### src/rtl/my_func_sweep_ctrl.sv
// -----------------------------------------------------------------------------
// my_func_sweep_ctrl
//
// Purpose:
//   Self-check sequencer for the 4-input my_func comparison datapath. On a
//   start request it walks the shared input vector x_out through all 16 codes,
//   waits SETTLE cycles per code, samples every realization output and compares
//   each one against the reference realization (y_in[N_IMPL-1]). It reports a
//   sticky per-realization mismatch mask, the number of failing codes, the
//   first failing code, the captured reference truth table and a pass flag.
//
// Handshake:
//   start is a level request sampled only in IDLE; abort is a cancel sampled
//   only in SWEEP and wins over a sample on the same edge. busy is high for
//   the whole sweep, done is a one-cycle pulse on normal completion only.
//
// Ports:
//   clk          in   clock, rising edge
//   rst_n        in   asynchronous active-low reset
//   start        in   sweep request (IDLE only)
//   abort        in   sweep cancel (SWEEP only)
//   x_out        out  [3:0] vector driven to every realization
//   y_in         in   [N_IMPL-1:0] realization outputs, MSB is the reference
//   busy         out  sweep in progress
//   done         out  one-cycle completion pulse
//   pass         out  last completed sweep had no mismatch
//   mism_mask    out  [N_IMPL-1:0] sticky disagreement flags (MSB always 0)
//   fail_count   out  [4:0] number of codes with any disagreement
//   first_fail_x out  [3:0] first failing code (valid when fail_count != 0)
//   tt           out  [15:0] reference truth table, tt[i] = ref output at x=i
// -----------------------------------------------------------------------------
module my_func_sweep_ctrl #(
    parameter int N_IMPL = 7,
    parameter int SETTLE = 2
) (
    input  logic              clk,
    input  logic              rst_n,
    input  logic              start,
    input  logic              abort,
    output logic [3:0]        x_out,
    input  logic [N_IMPL-1:0] y_in,
    output logic              busy,
    output logic              done,
    output logic              pass,
    output logic [N_IMPL-1:0] mism_mask,
    output logic [4:0]        fail_count,
    output logic [3:0]        first_fail_x,
    output logic [15:0]       tt
);

    typedef enum logic {
        IDLE  = 1'b0,
        SWEEP = 1'b1
    } state_t;

    // The counter counts down to zero; loading SETTLE-1 puts the sample edge
    // exactly SETTLE edges after x_out last changed.
    localparam logic [7:0] SETTLE_RELOAD = 8'(SETTLE - 1);

    state_t            state_q, state_d;
    logic [3:0]        idx_q, idx_d;
    logic [7:0]        cnt_q, cnt_d;
    logic              done_q, done_d;
    logic              pass_q, pass_d;
    logic [N_IMPL-1:0] mism_q, mism_d;
    logic [4:0]        fail_q, fail_d;
    logic [3:0]        first_q, first_d;
    logic [15:0]       tt_q, tt_d;

    logic [N_IMPL-1:0] diff;
    logic              y_ref;

    assign y_ref = y_in[N_IMPL-1];
    // Reference bit XOR itself is always 0, so mism_mask MSB never sets.
    assign diff  = y_in ^ {N_IMPL{y_ref}};

    always_comb begin
        state_d = state_q;
        idx_d   = idx_q;
        cnt_d   = cnt_q;
        done_d  = 1'b0;
        pass_d  = pass_q;
        mism_d  = mism_q;
        fail_d  = fail_q;
        first_d = first_q;
        tt_d    = tt_q;

        case (state_q)
            IDLE: begin
                if (start) begin
                    state_d = SWEEP;
                    idx_d   = 4'd0;
                    cnt_d   = SETTLE_RELOAD;
                    pass_d  = 1'b0;
                    mism_d  = '0;
                    fail_d  = 5'd0;
                    first_d = 4'd0;
                    tt_d    = 16'd0;
                end
            end
            SWEEP: begin
                if (abort) begin
                    // Partial results are kept; the vector on this edge is dropped.
                    state_d = IDLE;
                    idx_d   = 4'd0;
                end else if (cnt_q == 8'd0) begin
                    mism_d      = mism_q | diff;
                    tt_d[idx_q] = y_ref;
                    if (diff != '0) begin
                        fail_d = fail_q + 5'd1;
                        if (fail_q == 5'd0) begin
                            first_d = idx_q;
                        end
                    end
                    if (idx_q == 4'd15) begin
                        state_d = IDLE;
                        idx_d   = 4'd0;
                        done_d  = 1'b1;
                        pass_d  = ((mism_q | diff) == '0);
                    end else begin
                        idx_d = idx_q + 4'd1;
                        cnt_d = SETTLE_RELOAD;
                    end
                end else begin
                    cnt_d = cnt_q - 8'd1;
                end
            end
            default: begin
                state_d = IDLE;
            end
        endcase
    end

    always_ff @(posedge clk or negedge rst_n) begin
        if (!rst_n) begin
            state_q <= IDLE;
            idx_q   <= 4'd0;
            cnt_q   <= 8'd0;
            done_q  <= 1'b0;
            pass_q  <= 1'b0;
            mism_q  <= '0;
            fail_q  <= 5'd0;
            first_q <= 4'd0;
            tt_q    <= 16'd0;
        end else begin
            state_q <= state_d;
            idx_q   <= idx_d;
            cnt_q   <= cnt_d;
            done_q  <= done_d;
            pass_q  <= pass_d;
            mism_q  <= mism_d;
            fail_q  <= fail_d;
            first_q <= first_d;
            tt_q    <= tt_d;
        end
    end

    assign x_out        = idx_q;
    assign busy         = (state_q == SWEEP);
    assign done         = done_q;
    assign pass         = pass_q;
    assign mism_mask    = mism_q;
    assign fail_count   = fail_q;
    assign first_fail_x = first_q;
    assign tt           = tt_q;

endmodule

### config.mk
export PLATFORM = sky130hd
export DESIGN_NAME = my_func_sweep_ctrl
export DESIGN_NICKNAME = d
export VERILOG_FILES = /design/src/rtl/my_func_sweep_ctrl.sv
export SDC_FILE = /design/constraint.sdc
export NUM_CORES = 1
export LEC_CHECK = 0
export ABC_AREA = 0
export BUFFER_PORTS_ARGS = -buffer_cell sky130_fd_sc_hd__buf_2
export CAP_MARGIN = 10
export CELL_PAD_IN_SITES_DETAIL_PLACEMENT = 0
export CELL_PAD_IN_SITES_GLOBAL_PLACEMENT = 1
export CORE_MARGIN = 8
export CORE_UTILIZATION = 42
export DETAILED_ROUTE_END_ITERATION = 8
export HOLD_SLACK_MARGIN = 0.06
export PLACE_DENSITY = 0.82
export SYNTH_ARGS = -nofsm -noshare
export SYNTH_HDL_FRONTEND = slang
export SYNTH_SLANG_ARGS = --single-unit
export TNS_END_PERCENT = 5
### constraint.sdc
create_clock -name clk -period 2.4 [get_ports clk]
set_input_delay 0.12 -clock clk [delete_from_list [all_inputs] [get_ports clk]]
set_output_delay 0.12 -clock clk [all_outputs]
set_load 0.01 [all_outputs]
==> results of run 1 <==
[worst paths after layout]
check / from / end / slack (ps) / cells after the start
max: cnt_q[0]$_DFFE_PN0P_ / fail_count[3]$_DFFE_PN0P_ / 290 / 7
min: start / cnt_q[0]$_DFFE_PN0P_ / 170 / 3
max reg2reg: cnt_q[0]$_DFFE_PN0P_ / fail_count[3]$_DFFE_PN0P_ / 290 / 7
min reg2reg: tt[10]$_DFFE_PN0P_ / tt[10]$_DFFE_PN0P_ / 500 / 1
max in group asynchronous: rst_n / x_out[2]$_DFFE_PN0P_ / 1420 / 3
min in group asynchronous: rst_n / cnt_q[2]$_DFFE_PN0P_ / 270 / 2
[placed cells by master, fill, tap and decap left out, drive strengths merged, types with 4 or more instances in the layout]
cell / instances
or4: 4
nand2: 25
nor2: 11
o21ai: 12
xor2: 7
a21o: 14
dfrtp: 46
ha: 7
and3: 7
a22o: 17
nor3: 5
nor2b: 4
a31oi: 4
or3: 5
inv: 7
clkbuf: 5
buf: 62
nand3: 8
a21oi: 15
[sequential cells by signal (all words and copies together), names as in the netlist]
register and count:
busy 1, cnt_q 8, done 1, fail_count 5
first_fail_x 4, mism_mask 6, pass 1, tt 16
x_out 4
[layer usage]
metal | GRT usage (%) | up-vias | part of all wire, %
li1 | - | 1054 | -
met1 | 19.2 | 1057 | 49
met2 | 23.0 | 47 | 45
met3 | 3.84 | 4 | 5.1
met4 | 3.70 | 0 | 0.53
met5 | 0 | - | 0
[per-stage QoR]
step	total power, mW	area [µm²]	worst slack [ps]	utilization (%)	instances
after floorplan	1.40	2540	322	-	259
after global placement	1.63	2880	388	48.9	378
after detailed placement	1.64	2880	302	48.9	378
after CTS	2.22	2990	291	50.9	387
after global routing	2.34	2990	121	50.9	387
final	2.19	2990	291	50.9	387
[cell type report]
class                      count  area [µm²]  share of cell area, %
clock inverter                 3        40.0                   1.34
multi-input combinational    188        1260                   42.0
tap                           75        93.8                   3.13
inverter                       7        26.3                  0.878
timing repair buffer          63         355                   11.9
sequential                    46        1150                   38.4
clock buffer                   5        68.8                   2.30
[logic make-up after synthesis]
| group | after synthesis | share of synthesized area, % |
|---|---|---|
| compound gates | 80 | 21.9 |
| simple gates | 88 | 19.8 |
| buf+inv | 25 | 5.12 |
| mux | 2 | 0.788 |
| other cells | 1 | 0.148 |
| fa+ha+maj | 7 | 3.45 |
| xor+xnor | 10 | 3.45 |
| flops | 46 | 45.3 |
[worst reg2reg max path: stages, from the launching register on]
cell	delay (ps)
dfrtp_1	420
inv_1	70
ha_1	170
nor3b_1	370
buf_4	220
nand3_4	110
or4_1	530
a21oi_1	150
[power breakdown]
part	total, mW	switching [mW]	internal (mW)
registers	0.953	0.0983	0.855
logic	0.677	0.381	0.296
clock network	0.562	0.255	0.307
==> impl_results.md, run 1 <==
* Post-CTS sizing at 0
* Port Buffers at 48
* Delay-heaviest family, CP: simple AND/OR/NAND/NOR gates
* Count leader, synth: dfrtp_1
* WL per Instance at around 16 µm
* DRT Pass-1 Iters at 5
* Final setup violation count at 0
* Seq/Total Area, Yosys at a little under half
* Clock-pin slew on the worst setup and hold paths at 80 ps
* Post-synth EDFFs at 0
* Count of pins over their slew limit at 0
* CP arrival at 2330 ps
* Yosys reg bits at 46
* Post-CTS setup buffers at 0
* 1st-iter DRT viols at 114
* CTS sink cnt at between 40 and 50
* Post-DP HPWL at 4550 µm
* Grt total ovfl at 0
* Largest net degree at the start of global routing at 31
* CTS Buf Count at 5
* Die ar. at 8790 µm²
* RePlAce Congestion at between 0.7 and 0.8
* Area delta synth->final at 17.9%
* Status: complete, no violations
* Vias in the first global route at 2172
* CP Cell Sequence: inv_1 > ha_1 > nor3b_1 > buf_4 > nand3_4 > or4_1 > a21oi_1
* Final Hold Viols at 0
* Nets at 329
* Initial antenna violation count at 0
* Chip width at between 90 and 100 µm
* Final WL at 6240 µm
* Post-synthesis cell count at 259
* Peak VDD IR at 318 µV
* Yosys Warn Count at 0
* Root buffer cell: clkbuf_8
* Lkg Pwr at 1.52 nW
* Clock Tree Buf Depth at 2
* # DRC at 0
* Core ar. at between 5000 and 6000 µm²
* Hold-fix buffers at CTS at 1
* Layout cell share with drive strength beyond 1 at 25.6%
* Max-Cap Viols at 0
* Vias per cell at 5.59
* Number of core rows at 28
* Top FF cell, synth: dfrtp_1
* Setup TNS at 0 ps
* Final Cycle Share at 87.9%
* Critical setup path kind: flop to flop
* Unrepaired setup endpoints after global routing: no
* Hold_ws at 166 ps
* Starting density of the core at 43.2%
* DIE HEIGHT at around 94 µm
* Fin crit period at 2110 ps
* Yosys top cell by area: dfrtp_1
* # H-tree levels at 2
* Top Ports at 50
* Startpoint types: flop
* Crit path max fanout at 8
* Measured slew at the worst slew-check pin at 506 ps
* Mapped Nets at 277
* Antenna diodes at 0
* Detail Route Antenna Nets at 0
* Async set or reset register ratio after synthesis at 100%
* Mapped Area at 2540 µm²
* Hold crit path type: input pin to flop
* Worst Path Required at 2620 ps
* Synth area leaders: dfrtp_1 45%, a22o_1 5.9%, a21o_1 4.1%
* Rel. slew slack at between 60 and 70%
* Clock Skews at 5.07 ps
* Buf/Inv on CP at 2
* # fillers at 580
* Cell variety after synth at 54
* Critical path's largest stage delay at 530 ps
* FMAX at 474 MHz
* PD cells at 732 nW/µm²
* Routed vias at 2162
* TritonCTS clock tree: done
* Avg Inst Size Synth at 9.81 µm²
* Synth top cells by count: 46 x dfrtp_1, 25 x nand2_1, 17 x a22o_1
* Worst skew pair latency at ~290 ps
* CP max stage cell: or4_1
* Total GRT Usage at 14.6%
* First-pass GRT wire length at ~11000 µm
* Yosys top cell area share at a little under half
* Setup crit end kind: flop
No activity file was read; power rests on OpenSTA's default activity.
==> inputs of run 2 (changes only) <==
--- a/config.mk
+++ b/config.mk
@@ -6,7 +6,7 @@
 export NUM_CORES = 1
 export LEC_CHECK = 0
 export ABC_AREA = 0
-export BUFFER_PORTS_ARGS = -buffer_cell sky130_fd_sc_hd__buf_2
+export BUFFER_PORTS_ARGS = -buffer_cell sky130_fd_sc_hd__buf_4
 export CAP_MARGIN = 10
 export CELL_PAD_IN_SITES_DETAIL_PLACEMENT = 0
 export CELL_PAD_IN_SITES_GLOBAL_PLACEMENT = 1
@@ -15,6 +15,7 @@
 export DETAILED_ROUTE_END_ITERATION = 8
 export HOLD_SLACK_MARGIN = 0.06
 export PLACE_DENSITY = 0.82
+export SLEW_MARGIN = 20
 export SYNTH_ARGS = -nofsm -noshare
 export SYNTH_HDL_FRONTEND = slang
 export SYNTH_SLANG_ARGS = --single-unit
==> run 2 against run 1 <==
Net effect: first-iteration DRC count grew 40%; via count is 0.60% lower; clock power is 12% lower; cell area increased by 2.7%; clock skew increased by 3.3 ps; critical path depth shrank 2; flip-flop and latch count is the same; total power is 3.3% lower; global-route usage rose by 0.19 points; setup slack lost 11 ps; wire length up 0.14%.
==> impl_results.md, run 2 (synthesis gave the netlist of run 1 again) <==
* Status: complete, no violations
* Port Buffers at 48
* Detail Route Antenna Nets at 0
* Die ar. at 8790 µm²
* Hold crit path type: input pin to flop
* Setup TNS at 0 ps
* Hold-fix buffers at CTS at 1
* PD cells at 689 nW/µm²
* Startpoint types: flop
* Unrepaired setup endpoints after global routing: no
* Fin util at 52.3%
* # DRC at 0
* 1st-iter DRT viols at 160
* First-pass GRT wire length at about 11000 µm
* Core ar. at 5890 µm²
* Worst skew pair latency at 300 ps
* Number of core rows at 28
* CTS Buf Count at 5
* Critical setup path kind: flop to flop
* Final total power at 2.12 mW
* Total GRT Usage at between 10% and 20%
* DRT Pass-1 Iters at 4
* Vias in the first global route at 2096
* Max-Cap Viols at 0
* Post-CTS sizing at 0
* Post-DP HPWL at between 4000 and 5000 µm
* WL per Instance at around 16 µm
* Final setup violation count at 0
* CP arrival at 2350 ps
* Peak VDD IR at 392 µV
* Starting density of the core at 43.2%
* Fin crit period at 2120 ps
* Commonest cells after routing, fill and taps aside: 59 x buf_4, 46 x dfrtp_1, 25 x nand2_1, 17 x a22o_1, 15 x a21oi_1
* Setup crit end kind: flop
* Final Cycle Share at 88.3%
* # fillers at 592
* # H-tree levels at 2
* Worst Path Required at 2630 ps
* Clock Tree Buf Depth at 2
* Final Hold Viols at 0
* Lkg Pwr at ~1.5 nW
* Clock Skews at around 8.4 ps
* Area delta synth->final at 21.1%
* Largest net degree at the start of global routing at 47
* Layout cell share with drive strength beyond 1 at ~25%
* Nets at 326
* Final WL at 6240 µm
* Clock-pin slew on the worst setup and hold paths at about 90 ps
* Count of pins over their slew limit at 0
* DIE HEIGHT at 93.8 µm
* RePlAce Congestion at between 0.7 and 0.8
* FMAX at ~470 MHz
* Crit path max fanout at 10
* Measured slew at the worst slew-check pin at 591 ps
* Antenna diodes at 0
* Top Ports at 50
* Routed vias at 2149
* TritonCTS clock tree: done
* Commonest non-fill, non-tap cell in the layout: buf_4
* Rel. slew slack at 60.6%
* Root buffer cell: clkbuf_8
* Grt total ovfl at 0
* CTS sink cnt at 46
* Vias per cell at 5.60
* Chip width at 93.8 µm
* Post-CTS setup buffers at 0
* Max FFs per register at 16
* Initial antenna violation count at 0
-- run 2: cell types whose count changed in the layout (fill, tap and decap cells not counted) --
cell and change:
buf_4 +45, inv_6 +1, bufinv_16 -1, clkinv_2 -2, buf_2 -48, clkinvlp_4 +2
-- run 2: area by class of cell --
type / count / area, µm² / area share, %
Clock inverter: 3 / 23.8 / 0.773
Inverter: 7 / 26.3 / 0.854
Tap cell: 75 / 93.8 / 3.05
Timing Repair Buffer: 60 / 453 / 14.7
Multi-Input combinational cell: 188 / 1260 / 40.9
Clock buffer: 5 / 68.8 / 2.24
Sequential cell: 46 / 1150 / 37.4
-- run 2: through the flow --
step	setup slack (ps)	instances	cell area [µm²]	hold WS, ps
detailed placement	298	375	2970	173
finish	280	384	3080	118
global placement	349	375	2970	175
global route	117	384	3080	165
CTS	255	384	3080	120
floorplan	322	259	2540	-176
-- run 2: worst max-delay path, cell delays in order (launching register included) --
cell and delay (ps):
dfrtp_1 480, ha_1 330, and3_1 350, and3_2 250
or4b_1 490, a21oi_1 150
-- run 2: where the power goes --
part           total [mW]  switching (mW)  internal (mW)
Clock               0.493           0.285          0.209
Sequential          0.947          0.0919          0.855
Combinational       0.680           0.384          0.296
Total                2.12           0.760           1.36
-- run 2: worst paths after layout --
path,slack [ps],from,end,cells past startpoint
worst max-delay path,280,x_out[1]$_DFFE_PN0P_,cnt_q[7]$_DFFE_PN0P_,5
worst min-delay path,120,start,cnt_q[0]$_DFFE_PN0P_,3
worst max register to register,280,x_out[1]$_DFFE_PN0P_,cnt_q[7]$_DFFE_PN0P_,5
worst min register to register,510,tt[9]$_DFFE_PN0P_,tt[9]$_DFFE_PN0P_,1
max in group asynchronous,1640,rst_n,mism_mask[4]$_DFFE_PN0P_,2
min in group asynchronous,350,rst_n,mism_mask[5]$_DFFE_PN0P_,2
-- run 2: metal layers --
metal	wire (µm)	vias to the layer above	part of all wire, %	track usage [%]
met4	51	0	0.82	4.49
met3	321	6	5.1	4.16
met1	3060	1041	49	19.6
met2	2810	50	45	22.7
met5	0	-	0	0
li1	-	1052	-	-
